$ cat src/rtl/fmadd_multiplier_stage_pkg.sv
// Shared FPU definitions: default operand geometry, exponent bias and the
// multiplier-stage state encoding.
package fmadd_multiplier_stage_pkg;
    localparam int FP_STD = 31;
    localparam int FP_MAN = 22;
    localparam int FP_EXP = 7;

    function automatic int fp_bias(input int e);
        return (1 << e) - 1;
    endfunction

    localparam int FP_BIAS = (1 << FP_EXP) - 1;

    typedef enum logic [1:0] {S_IDLE, S_LOAD, S_MUL, S_DONE} state_t;
endpackage

$ cat src/rtl/fmadd_multiplier_stage_if.sv
// Request/result bundle between the FMA front end and the multiplier stage.
interface fmadd_multiplier_stage_if
    import fmadd_multiplier_stage_pkg::*;
#(
    parameter int std = FP_STD,
    parameter int man = FP_MAN,
    parameter int exp = FP_EXP
);
    logic             start;
    logic [std+1:0]   a_in;
    logic [std+1:0]   b_in;
    logic             busy;
    logic             done;
    logic             prod_sign;
    logic [exp+2:0]   prod_exp;
    logic [2*man+3:0] prod_mant;
    logic             prod_zero;

    modport master (
        output start, a_in, b_in,
        input  busy, done, prod_sign, prod_exp, prod_mant, prod_zero
    );

    modport slave (
        input  start, a_in, b_in,
        output busy, done, prod_sign, prod_exp, prod_mant, prod_zero
    );
endinterface

$ cat src/rtl/fmadd_multiplier_stage.sv
// Sequential shift-add significand multiplier for the FMA datapath: one
// multiplier bit per cycle, full-width product, exponent in unbiased-corrected form.
module fmadd_multiplier_stage
    import fmadd_multiplier_stage_pkg::*;
#(
    parameter int std = FP_STD,
    parameter int man = FP_MAN,
    parameter int exp = FP_EXP
)(
    input  logic clk,
    input  logic rst,
    fmadd_multiplier_stage_if.slave bus
);
    localparam int OW = std + 2;
    localparam int EW = exp + 3;
    localparam int PW = 2*man + 4;
    localparam int SW = man + 2;
    localparam int CW = $clog2(man + 2);
    localparam logic [EW-1:0] BIAS    = EW'(fp_bias(exp));
    localparam logic [CW-1:0] CNT_END = CW'(man + 1);

    state_t          state, state_nx;
    logic [OW-1:0]   a_q, b_q;
    logic [PW-1:0]   mcand, acc;
    logic [SW-1:0]   mplier;
    logic [CW-1:0]   cnt;
    logic            sign_q, zero_q;
    logic [EW-1:0]   exp_q;

    always_ff @(posedge clk) begin
        if (rst) state <= S_IDLE;
        else     state <= state_nx;
    end

    always_comb begin
        state_nx = state;
        case (state)
            S_IDLE: if (bus.start) state_nx = S_LOAD;
            S_LOAD: state_nx = S_MUL;
            S_MUL:  if (cnt == CNT_END) state_nx = S_DONE;
            S_DONE: state_nx = S_IDLE;
        endcase
    end

    assign bus.busy = (state != S_IDLE);

    always_ff @(posedge clk) begin
        if (rst) begin
            a_q           <= '0;
            b_q           <= '0;
            mcand         <= '0;
            acc           <= '0;
            mplier        <= '0;
            cnt           <= '0;
            sign_q        <= 1'b0;
            zero_q        <= 1'b0;
            exp_q         <= '0;
            bus.done      <= 1'b0;
            bus.prod_sign <= 1'b0;
            bus.prod_exp  <= '0;
            bus.prod_mant <= '0;
            bus.prod_zero <= 1'b0;
        end else begin
            bus.done <= 1'b0;
            case (state)
                S_IDLE: if (bus.start) begin
                    a_q <= bus.a_in;
                    b_q <= bus.b_in;
                end
                S_LOAD: begin
                    acc    <= '0;
                    mcand  <= PW'(a_q[SW-1:0]);
                    mplier <= b_q[SW-1:0];
                    cnt    <= '0;
                    sign_q <= a_q[std+1] ^ b_q[std+1];
                    // Exponent fields are unsigned; the wider result is two's complement.
                    exp_q  <= EW'(a_q[std:SW]) + EW'(b_q[std:SW]) - BIAS;
                    zero_q <= (a_q[SW-1:0] == '0) || (b_q[SW-1:0] == '0);
                end
                S_MUL: begin
                    if (mplier[0]) acc <= acc + (mcand << cnt);
                    mplier <= mplier >> 1;
                    cnt    <= cnt + CW'(1);
                end
                S_DONE: begin
                    bus.done      <= 1'b1;
                    bus.prod_sign <= sign_q;
                    bus.prod_exp  <= exp_q;
                    bus.prod_mant <= acc;
                    bus.prod_zero <= zero_q;
                end
            endcase
        end
    end
endmodule

$ cat src/flat_wrapper.sv
// flat-port wrapper written by rule: the top's interface ports become plain ports
module fmadd_multiplier_stage_flat import fmadd_multiplier_stage_pkg::*;
#(
    parameter int std = FP_STD,
    parameter int man = FP_MAN,
    parameter int exp = FP_EXP
)
  (clk, rst, bus_start, bus_a_in, bus_b_in, bus_busy, bus_done, bus_prod_sign, bus_prod_exp, bus_prod_mant, bus_prod_zero);
  fmadd_multiplier_stage_if #(.std(std), .man(man), .exp(exp)) bus_i ();
  input  logic clk;
  input  logic rst;
  input wire logic [$bits(bus_i.start)-1:0] bus_start;
  input wire logic [$bits(bus_i.a_in)-1:0] bus_a_in;
  input wire logic [$bits(bus_i.b_in)-1:0] bus_b_in;
  output wire logic [$bits(bus_i.busy)-1:0] bus_busy;
  output wire logic [$bits(bus_i.done)-1:0] bus_done;
  output wire logic [$bits(bus_i.prod_sign)-1:0] bus_prod_sign;
  output wire logic [$bits(bus_i.prod_exp)-1:0] bus_prod_exp;
  output wire logic [$bits(bus_i.prod_mant)-1:0] bus_prod_mant;
  output wire logic [$bits(bus_i.prod_zero)-1:0] bus_prod_zero;
  assign bus_i.start = bus_start;
  assign bus_i.a_in = bus_a_in;
  assign bus_i.b_in = bus_b_in;
  assign bus_busy = bus_i.busy;
  assign bus_done = bus_i.done;
  assign bus_prod_sign = bus_i.prod_sign;
  assign bus_prod_exp = bus_i.prod_exp;
  assign bus_prod_mant = bus_i.prod_mant;
  assign bus_prod_zero = bus_i.prod_zero;
  fmadd_multiplier_stage #(.std(std), .man(man), .exp(exp)) u_core (.clk(clk), .rst(rst), .bus(bus_i));
endmodule
$ cat config.mk
export PLATFORM = sky130hd
export DESIGN_NAME = fmadd_multiplier_stage_flat
export DESIGN_NICKNAME = d
export VERILOG_FILES = /design/src/rtl/fmadd_multiplier_stage_pkg.sv /design/src/rtl/fmadd_multiplier_stage_if.sv /design/src/rtl/fmadd_multiplier_stage.sv /design/src/flat_wrapper.sv
export SDC_FILE = /design/constraint.sdc
export NUM_CORES = 1
export LEC_CHECK = 0
export ABC_AREA = 1
export CAP_MARGIN = 0
export CORE_ASPECT_RATIO = 1.5
export CORE_MARGIN = 5
export CORE_UTILIZATION = 50
export CTS_CLUSTER_DIAMETER = 40
export DETAILED_ROUTE_END_ITERATION = 10
export GPL_TIMING_DRIVEN = 0
export PLACE_DENSITY_LB_ADDON = 0.12
export SLEW_MARGIN = 20
export SYNTH_ARGS = -nofsm -noshare
export SYNTH_HDL_FRONTEND = slang
export SYNTH_SLANG_ARGS = --single-unit
$ cat constraint.sdc
create_clock -name clk -period 7 [get_ports clk]
set_input_delay 1.4 -clock clk [delete_from_list [all_inputs] [get_ports clk]]
set_output_delay 1.4 -clock clk [all_outputs]
set_load 0.03 [all_outputs]
==> results.toml <==
[sta]
hold_viol = 0
slew_violations = 0
worst_pin_slew_ns = 0.860
fmax_ghz = 0.225
min_period_over_period_pct = 63.6
setup_tns_ns = 0
relSlewSlack_pct = 42.7
finalCriticalPeriod_ns = 4.45
setup_viol = 0
rsz0062_at_grt = "no"
skew_ns = 0.0141

[synth]
ys_top_cells_by_count = "558 x nand2_1, 291 x inv_1, 270 x nor2_1"
netlist_area_sq_um = 14500
synth_top_area_share_pct = 33.4
synth_seq_cells = 242
ys.flop_type = "dfxtp_1"
synth.net_count = 2419
synth-async-reset-ratio_pct = 0
yosysMostFrequentCell = "nand2_1"
post-synth-top-area-cell = "dfxtp_1"
synth_edf_count = 0
synth_cells = 2286
synthTopCellsByArea = "dfxtp_1 33%, nand2_1 14%, o21ai_0 7.7%"
synth.distinct_cells = 46
yosysSeqAreaShare_pct = 33.4
avgSynthCellArea_sq_um = 6.34
ys_warn_count = 0

[power_and_ir_drop]
total_power_w = 0.00672
power_density_nw_per_um2 = 382
p_leak_nw = 8.17
vdd_drop_max_uv = 330

[global_route]
antenna_found_initial = 0
grt_pass1_wl_mm = 77.7
track_usage_pct = 30.2
grt_max_degree = 14
grt_pass1_vias = 15100
grt-ovfl-total = 0

[die]
io_pins = 131
core_sq_um = 28700
die-area_sq_um = 32600
initial_core_util_pct = 50.4
dieWidth_um = 149
die_height_um = 218
num_rows = 76

[layout]
drive_gt1_share_pct = 4.56
fin_util_pct = 61.2
syn2layout_area_growth_pct = 21.3
finalNetCount = 2585
diodes = 0

[worst_setup_path]
crit_type = "flop to flop"
crit_chain = "inv_2, buf_2, nand2_1, nand2_1, o21ai_0, nor2_1, a31oi_1, nand2_1, o21ai_0, o21ai_0, ha_1, nand2_1, nor2_1, inv_1, nor2_1, nand3b_1, nand3b_1, nand2_1, nand3_1, nand3_1, a21oi_1"
crit_path_max_incr_delay_ns = 0.45
crit_path_end_kind = "flop"
crit_arrival_ns = 4.91
path_buf_inv = 3
critPathRequiredTime_ns = 7.46
crit_fanout = 10
critPathLaunchType = "flop"
cp_top_family = "simple AND/OR/NAND/NOR gates"
crit_slowest_cell = "dfxtp_1"
cpMostUsedCell = "nand2_1"

[cts]
cts_buffers = 35
holdBufCountCts = 0
clockRootBuffer = "clkbuf_16"
cts_max_level = 2
cts.sinks = 242
clockBufferDepth = 3
clk_pin_slew_ns = 0.06
cts_tree = "built"
cts_resized = 0
clk_latency_ns = 0.53
cts_setup_buffers = 0

[drt]
dr_total_vias = 15300
postRouteAntennaNets = 0
first_iter_violations = 858
wire_per_inst_um = 17.4
wirelength_mm = 49.8
via_per_inst = 5.32
wl_met1_mm = 17.7
top_layer_used = "met4"
dr.pass1.iters = 5
wl_met2_mm = 26.0
wl_met3_mm = 2.30
drc = 0

[run_status]
status = "finished clean"

[min_path]
hp-class = "flop to flop"

[placed_design]
hpwl_mm = 40.5
port_buffers = 129
place_congestion = 1.01

[run]
max_cap_viol_count = 0
-- cells by family (layout without fill, tap and decap cells) --
| group | after synthesis | after routing | synth area share, % |
|---|---|---|---|
| AO/OA/AOI/OAI | 518 | 518 | 19.2 |
| XOR/XNOR | 10 | 10 | 0.760 |
| adder cells (fa/ha/maj) | 64 | 64 | 5.63 |
| buffers and inverters | 409 | 602 | 10.9 |
| flip-flops | 242 | 242 | 33.4 |
| multiplexers | 12 | 12 | 0.829 |
| AND/OR/NAND/NOR | 1031 | 1031 | 29.2 |
-- routing by layer --
metal	up-vias	GRT usage [%]
met2	466	57.6
met4	0	19.7
met1	6872	29.8
met3	178	4.58
li1	7747	-
met5	-	0
-- report_power, final --
group | switching [W] | total [W] | internal (W)
Combinational | 0.00197 | 0.00288 | 0.000909
Clock | 0.000705 | 0.00195 | 0.00125
Sequential | 0.000174 | 0.00188 | 0.00171
-- per-stage QoR --
stage	worst slack [ns]	hold WS, ns	cells	cell area [sq um]
after floorplan	4.23	0.430	2286	14500
after global placement	2.79	0.442	2805	16300
after detailed placement	2.74	0.453	2805	16300
after CTS	2.73	0.460	2869	17600
after global routing	2.41	0.480	2869	17600
final	2.55	0.459	2869	17600
-- worst min-delay path: cells and delay by family, from the launching register on --
family | cells | cell delay (ns)
AO/OA/AOI/OAI | 1 | 0.06
buffers and inverters | 1 | 0.06
flip-flops | 1 | 0.29
-- registers in the layout (all words and copies together), names as in the netlist, 10 cells and up --
signal and count:
u_core.a_q 33, u_core.acc 48, u_core.b_q 33, u_core.bus.prod_exp 10, u_core.bus.prod_mant 48, u_core.exp_q 10
u_core.mcand 24, u_core.mplier 24
-- layout by cell type (no fill, tap or decap), types with 8 or more instances in the layout --
cell,instances
a21oi_1,194
buf_1,10
buf_2,11
clkbuf_1,81
clkbuf_16,36
clkdlybuf4s50_1,129
dfxtp_1,242
ha_1,62
inv_1,291
mux2i_1,12
nand2_1,558
nand3_1,110
nand3b_1,12
nand4_1,20
nor2_1,270
nor2_2,8
nor3_1,25
o211ai_1,47
o21ai_0,224
o21ai_1,22
-- layout make-up --
class	instances	area, sq um
fillers	2871	11100
inverters	301	1130
well taps	390	488
clock inverters	20	314
multi-input cells	1635	8060
flip-flops and latches	242	4840
repair buffers	129	1290
clock buffers	44	991
plain buffers	108	453
-- worst paths after layout --
| kind | start | to | slack (ns) | depth (start not counted) |
|---|---|---|---|---|
| setup reg to reg | u_core.cnt[0] | u_core.acc[37] | 2.55 | 21 |
| hold / removal | u_core.sign_q | u_core.bus.prod_sign | 0.46 | 2 |
| setup / recovery | u_core.cnt[0] | u_core.acc[37] | 2.55 | 21 |
| hold reg to reg | u_core.sign_q | u_core.bus.prod_sign | 0.46 | 2 |
Power figures use the tool's default switching activity.
